==> src/rtl/uart_pkg.sv <==
// Shared types and constants for the UART frame scheduler.
// Optional build macro: UART_FRAME_CHECKSUM_EN. When it is defined, each frame
// ends with an XOR checksum byte.
package uart_pkg;

  // Upper nibble of every header byte. The lower nibble carries the channel ID.
  localparam logic [3:0] HDR_TAG = 4'hA;

  typedef enum logic [1:0] {
    IDLE,
    HDR,
    PAY,
    CSUM
  } sched_state_t;

  // Number of payload bytes carried by one channel word.
  function automatic int byte_count(input int data_w);
    return data_w / 8;
  endfunction

endpackage

==> src/rtl/rr_arbiter.sv <==
// Round-robin arbiter. The search starts one past the last granted channel,
// or at channel 0 when nothing has been granted yet.
module rr_arbiter #(
  parameter  int NUM_CH = 4,
  localparam int IDX_W  = (NUM_CH > 1) ? $clog2(NUM_CH) : 1
) (
  input  logic              clk,
  input  logic              rst,
  input  logic [NUM_CH-1:0] req,
  input  logic              advance,
  output logic [IDX_W-1:0]  gnt_idx,
  output logic              gnt_vld
);

  logic [IDX_W-1:0] start;
  logic [IDX_W-1:0] cand;

  // Scan from the highest offset down so the lowest offset from start wins.
  always_comb begin
    gnt_idx = '0;
    gnt_vld = 1'b0;
    cand    = '0;
    for (int i = NUM_CH - 1; i >= 0; i--) begin
      cand = IDX_W'((int'(start) + i) % NUM_CH);
      if (req[cand]) begin
        gnt_idx = cand;
        gnt_vld = 1'b1;
      end
    end
  end

  // The pointer moves only when a grant is actually taken.
  always_ff @(posedge clk) begin
    if (rst) begin
      start <= '0;
    end else if (advance && gnt_vld) begin
      start <= (int'(gnt_idx) == NUM_CH - 1) ? '0 : gnt_idx + IDX_W'(1);
    end
  end

endmodule

==> src/rtl/uart_frame_scheduler.sv <==
// UART frame scheduler: serialises NUM_CH status words into tagged frames
// (header byte {A, ch}, then payload MSB byte first) for a UART TX FIFO.
// A channel is sent when its word changed, when its refresh is pending, or
// always while send_all is high.
// Optional build macro: UART_FRAME_CHECKSUM_EN appends an XOR checksum byte
// to each frame.
module uart_frame_scheduler
  import uart_pkg::*;
#(
  parameter int NUM_CH         = 4,
  parameter int DATA_W         = 8,
  parameter int REFRESH_CYCLES = 0
) (
  input  logic                     clk,
  input  logic                     rst,
  input  logic [NUM_CH*DATA_W-1:0] ch_data,
  input  logic                     send_all,
  input  logic                     tx_full,
  output logic                     wr_uart,
  output logic [7:0]               w_data,
  output logic                     busy
);

  localparam int BYTES = byte_count(DATA_W);
  localparam int IDX_W = (NUM_CH > 1) ? $clog2(NUM_CH) : 1;
  localparam int BI_W  = (BYTES > 1) ? $clog2(BYTES) : 1;

  logic [NUM_CH-1:0][DATA_W-1:0] ch_vec;
  logic [NUM_CH-1:0][DATA_W-1:0] shadow;
  logic [NUM_CH-1:0]             pend;
  logic [NUM_CH-1:0]             due;

  sched_state_t          state;
  logic [IDX_W-1:0]      g;
  logic [BYTES-1:0][7:0] payload;
  logic [BI_W-1:0]       bidx;

  logic [IDX_W-1:0] gnt_idx;
  logic             gnt_vld;
  logic             grant;
  logic             refresh_wrap;
  logic             can_wr;
  logic [7:0]       hdr_byte;
  logic [7:0]       cur_byte;

  assign ch_vec = ch_data;

  for (genvar k = 0; k < NUM_CH; k++) begin : g_due
    assign due[k] = send_all | pend[k] | (ch_vec[k] != shadow[k]);
  end

  rr_arbiter #(.NUM_CH(NUM_CH)) u_arb (
    .clk     (clk),
    .rst     (rst),
    .req     (due),
    .advance (state == IDLE),
    .gnt_idx (gnt_idx),
    .gnt_vld (gnt_vld)
  );

  assign grant = (state == IDLE) && gnt_vld;

  // Writes are held off for one cycle after every strobe. This gives the
  // FIFO time to update tx_full before the next write is decided.
  assign can_wr   = !tx_full && !wr_uart;
  assign hdr_byte = {HDR_TAG, 4'(g)};
  assign cur_byte = payload[bidx];

  if (REFRESH_CYCLES > 0) begin : g_refresh
    localparam int RC_W = (REFRESH_CYCLES > 1) ? $clog2(REFRESH_CYCLES) : 1;
    logic [RC_W-1:0] ref_cnt;

    assign refresh_wrap = (ref_cnt == RC_W'(REFRESH_CYCLES - 1));

    // Free-running refresh timer that wraps at REFRESH_CYCLES-1.
    always_ff @(posedge clk) begin
      if (rst) ref_cnt <= '0;
      else if (refresh_wrap) ref_cnt <= '0;
      else ref_cnt <= ref_cnt + RC_W'(1);
    end
  end else begin : g_no_refresh
    assign refresh_wrap = 1'b0;
  end

  // Shadow copies and pending bits. A grant snapshots the channel and clears
  // its pending bit. A refresh wrap re-arms every other channel.
  always_ff @(posedge clk) begin
    if (rst) begin
      shadow <= '0;
      pend   <= '1;
    end else begin
      if (grant) begin
        shadow[gnt_idx] <= ch_vec[gnt_idx];
        pend[gnt_idx]   <= 1'b0;
      end
      if (refresh_wrap) begin
        for (int k = 0; k < NUM_CH; k++) begin
          if (!(grant && gnt_idx == IDX_W'(k))) pend[k] <= 1'b1;
        end
      end
    end
  end

`ifdef UART_FRAME_CHECKSUM_EN
  logic [7:0] csum;
`endif

  // Frame sequencer: grant, then header, payload bytes and optional checksum.
  // All outputs are registered.
  always_ff @(posedge clk) begin
    if (rst) begin
      state   <= IDLE;
      g       <= '0;
      payload <= '0;
      bidx    <= '0;
      wr_uart <= 1'b0;
      w_data  <= '0;
      busy    <= 1'b0;
`ifdef UART_FRAME_CHECKSUM_EN
      csum    <= '0;
`endif
    end else begin
      wr_uart <= 1'b0;
      case (state)
        IDLE: begin
          if (gnt_vld) begin
            g       <= gnt_idx;
            payload <= ch_vec[gnt_idx];
            busy    <= 1'b1;
            state   <= HDR;
          end else begin
            busy <= 1'b0;
          end
        end
        HDR: begin
          if (can_wr) begin
            wr_uart <= 1'b1;
            w_data  <= hdr_byte;
`ifdef UART_FRAME_CHECKSUM_EN
            csum    <= hdr_byte;
`endif
            bidx    <= BI_W'(BYTES - 1);
            state   <= PAY;
          end
        end
        PAY: begin
          if (can_wr) begin
            wr_uart <= 1'b1;
            w_data  <= cur_byte;
`ifdef UART_FRAME_CHECKSUM_EN
            csum    <= csum ^ cur_byte;
`endif
            if (bidx == '0) begin
`ifdef UART_FRAME_CHECKSUM_EN
              state <= CSUM;
`else
              state <= IDLE;
`endif
            end else begin
              bidx <= bidx - BI_W'(1);
            end
          end
        end
`ifdef UART_FRAME_CHECKSUM_EN
        CSUM: begin
          if (can_wr) begin
            wr_uart <= 1'b1;
            w_data  <= csum;
            state   <= IDLE;
          end
        end
`endif
        default: state <= IDLE;
      endcase
    end
  end

endmodule

==> config.mk <==
export PLATFORM = sky130hd
export DESIGN_NAME = uart_frame_scheduler
export DESIGN_NICKNAME = d
export VERILOG_FILES = /design/src/rtl/uart_pkg.sv /design/src/rtl/rr_arbiter.sv /design/src/rtl/uart_frame_scheduler.sv
export SDC_FILE = /design/constraint.sdc
export NUM_CORES = 1
export LEC_CHECK = 0
export CORE_MARGIN = 8
export CORE_UTILIZATION = 53
export CTS_BUF_LIST = sky130_fd_sc_hd__clkbuf_16
export CTS_CLUSTER_SIZE = 8
export DETAILED_ROUTE_END_ITERATION = 12
export PLACE_DENSITY = 0.79
export SLEW_MARGIN = 20
export SYNTH_ARGS = -nofsm -noshare
export SYNTH_HDL_FRONTEND = slang
export SYNTH_HIERARCHICAL = 1
export SYNTH_SLANG_ARGS = --single-unit
==> constraint.sdc <==
create_clock -name clk -period 4.4 [get_ports clk]
set_input_delay 1.32 -clock clk [delete_from_list [all_inputs] [get_ports clk]]
set_output_delay 1.32 -clock clk [all_outputs]
set_load 0.03 [all_outputs]
==> reports/results.txt, run 1 <==
Maximum number of pins on one net before global-route repair - 21
Clk slew on worst S/H paths - 0.05 ns
Synth top area cells - sky130_fd_sc_hd__dfxtp_1 (43%), sky130_fd_sc_hd__a22o_1 (9.9%), sky130_fd_sc_hd__xor2_1 (9.9%)
First-pass GRT wire length - 12300 um
Post-synthesis sequential area ratio - 0.426
Reg power frac - 0.363
Period utilisation layout - 0.937
Netlist cell types - 42
Initial Utilization - 0.552
Net Sw Frac - 0.319
Core Footprint - 0.00511 sq mm
Grt total ovfl - 0
Standard-cell rows - 26
Share of flip-flops with an asynchronous set or reset - 0
Flops & latches, synth - 60
Longest individual stage delay on the worst path - 0.56 ns
Maximum fanout encountered on the critical timing path - 12
Initial DRT Pass Iterations - 4
Total power - 1.97 mW
Launch point of the worst reg-to-reg path - shadow[7]
Clk sinks - 60
Number of global-route vias before repair - 2362
Number of cells on the worst reg-to-reg path - 8
Wire length reported by the detailed router - 7550 um
Crit. path cell count - 9
Worst reg2reg setup slack - 1.41 ns
Final HPWL DP - 5400 um
Worst slew margin - 0.344
Run status - completed
Worst clock skew - 0.00393 ns
Worst-path cell with the longest stage delay - sky130_fd_sc_hd__mux4_2
Dominant cell type by area after synthesis - sky130_fd_sc_hd__dfxtp_1
Post-CTS setup repair buffer count - 0
Routed vias - 2372
Max-capacitance violation count - 0
WHS Endpoint - payload[6]
Cells on Worst Hold Path - 2
Drt drc - 0
Number of nets in the final layout - 374
TritonCTS clock tree - done
Count of port buffers added during placement - 45
Height of the die - 88.9 um
Upper clock frequency limit - 0.243 GHz
Clock insertion delay at the later pin of the skew report - 0.32 ns
Most used flip-flop cell after synthesis - sky130_fd_sc_hd__dfxtp_1
Post-Synthesis Cells - 280
Floorplan die width - 88.9 um
Reg-to-Reg End - shadow[13]
Crit path DAT - 4.34 ns
Power share of the combinational group - 0.297
Post-synthesis instance area - 0.00282 sq mm
Post-synth top area share - 0.426
Number of nets produced by synthesis - 319
Die area - 0.00791 sq mm
Layout cells sized above 1 - 0.133
Req. time, crit path - 4.61 ns
Post-placement worst setup slack - 0.0107 ns
# H-tree levels - 3
Gate family responsible for the most delay along the worst path - compound AO/OA/AOI/OAI gates
Accumulated negative setup slack - 0 ns
Origin of the worst min-delay path - payload[6]
Most repeated cell in the gate-level netlist after synthesis - sky130_fd_sc_hd__dfxtp_1
Crit end category - flop
Max Transition Viols Final - 0
Worst slew pin tran - 0.981 ns
Total of cells resized after clock tree synthesis - 0
Cells along the critical path - clkdlybuf4s50_1, xor2_1, nor4_1, nand3_1, a221o_1, a21oi_4, buf_12, mux4_2, a22o_1
Final setup fails - 0
Fill cell instance count of the final layout - 385
Routability-driven placement congestion ratio - 0.931
Hold WS - 0.455 ns
Detail-routed via count per cell - 5.80
Initial antenna violation count - 0
Area used by sequential logic in the layout - 0.00120 sq mm
Element type at the critical path start - primary input
Unrepaired setup endpoints after global routing - false
Total routing usage reported by global routing - 0.206
Cell types with the highest counts after synthesis - sky130_fd_sc_hd__dfxtp_1 (60), sky130_fd_sc_hd__a22o_1 (32), sky130_fd_sc_hd__xor2_1 (32), sky130_fd_sc_hd__nand2_1 (27), sky130_fd_sc_hd__a21oi_1 (24)
Maximum clock insertion buffer count - 2
Total of hold buffers inserted after clock tree synthesis - 0
Mean instance size in the synthesized netlist - 10.1 sq um
Cell leakage power - 1.49 nW
DRT iter0 DRCs - 202
Power Dens Cells - 537 mW/mm^2
Area overhead of the layout relative to synthesis - 30.1%
Average wire length per cell after detail routing - 18.5 um
Clock buffer count from CTS - 9
Final standard cell utilization of the core - 0.718
Final hold violations - 0
Area of the multi-input gates - 0.00153 sq mm
Master cell of the clock root buffer - sky130_fd_sc_hd__clkbuf_16
Ant diodes - 0
Net switching power - 627 uW
Final critical delay including setup and external delays - 4.12 ns
Largest voltage drop on the vdd net - 365 uV
Num ports - 46
Critical setup path kind - in2reg
Remaining number of nets flagged by the antenna check after routing - 0
Critical path buffer and inverter count - 2
Post-route setup slack - 0.278 ns
Type of the most critical hold path - reg2reg
Total number of yosys warnings - 6
Cell-internal power - 1.34 mW
Clock network power share - 0.340
Number of enable flip-flop cells after synthesis - 0
==> power by group through the flow <==
stage	Sequential (mW)	Combinational, mW	Clock, mW
6_report	0.714	0.585	0.669
3_3_place_gp	0.720	0.564	0
4_1_cts	0.713	0.581	0.673
2_1_floorplan	0.719	0.385	0
3_5_place_dp	0.721	0.575	0
5_1_grt	0.723	0.632	0.698
==> layout make-up <==
class | count | share of cell area
tap | 70 | 0.0239
clock inverter | 6 | 0.0154
multi-input combinational | 201 | 0.417
inverter | 8 | 0.00819
clock buffer | 9 | 0.0615
timing repair buffer | 55 | 0.147
sequential | 60 | 0.328
==> metrics by stage <==
step,cells,instance area (sq um)
after global routing,409,3660
final,409,3660
after detailed placement,394,3380
after CTS,409,3660
after global placement,394,3380
after floorplan,280,2820
==> registers in the layout (all words and copies together), names as in the netlist <==
signal and count:
busy 1, state 2, shadow 32, u_arb/start 2, g 2, pend 4, payload 8, wr_uart 1
w_data 8
==> cell families after synthesis <==
kind of cell	share of synthesized area
flops	0.426
compound gates	0.204
xor+xnor	0.103
buf+inv	0.0320
fa+ha+maj	0.0133
mux	0.0737
simple gates	0.148
==> worst max-delay path by stage <==
stage                           start          to
after detailed placement   ch_data[1]   shadow[3]
final                      ch_data[1]  shadow[13]
after floorplan            ch_data[7]   shadow[1]
after CTS                  ch_data[1]  shadow[13]
after global routing      ch_data[23]  shadow[13]
after global placement     ch_data[1]   shadow[5]
==> metal layers <==
layer,global-route usage,part of all wire
met1,0.269,0.43
met4,0.0891,0.022
met3,0.0377,0.068
met2,0.322,0.48
met5,0,0
==> worst register-to-register path: stages, from the launching register on <==
cell and delay (ns):
sky130_fd_sc_hd__dfxtp_1 0.31, sky130_fd_sc_hd__xor2_1 0.15, sky130_fd_sc_hd__nor4_1 0.46, sky130_fd_sc_hd__nand3_1 0.23
sky130_fd_sc_hd__a221o_1 0.43, sky130_fd_sc_hd__a21oi_4 0.30, sky130_fd_sc_hd__buf_12 0.19, sky130_fd_sc_hd__mux4_2 0.56
sky130_fd_sc_hd__a22o_1 0.23
==> layout by cell type (no fill, tap or decap), types with 9 or more instances in the layout <==
master / synthesis / layout
sky130_fd_sc_hd__buf_4: 1 / 9
sky130_fd_sc_hd__dfxtp_1: 60 / 60
sky130_fd_sc_hd__a21oi_1: 24 / 24
sky130_fd_sc_hd__clkdlybuf4s50_1: 0 / 45
sky130_fd_sc_hd__clkbuf_16: 0 / 9
sky130_fd_sc_hd__nor3_1: 10 / 10
sky130_fd_sc_hd__a22o_1: 32 / 32
sky130_fd_sc_hd__xor2_1: 32 / 32
sky130_fd_sc_hd__nand2_1: 27 / 27
Note: power is estimated with default switching activity, not from simulation.
==> inputs of run 2 (changes only) <==
--- a/config.mk
+++ b/config.mk
@@ -8,6 +8,7 @@
 export CORE_MARGIN = 8
 export CORE_UTILIZATION = 53
 export CTS_BUF_LIST = sky130_fd_sc_hd__clkbuf_16
+export CTS_CLUSTER_DIAMETER = 40
 export CTS_CLUSTER_SIZE = 8
 export DETAILED_ROUTE_END_ITERATION = 12
 export PLACE_DENSITY = 0.79
==> results of run 2 <==
No change in the layout: final DEF, timing and power equal those of run 1.
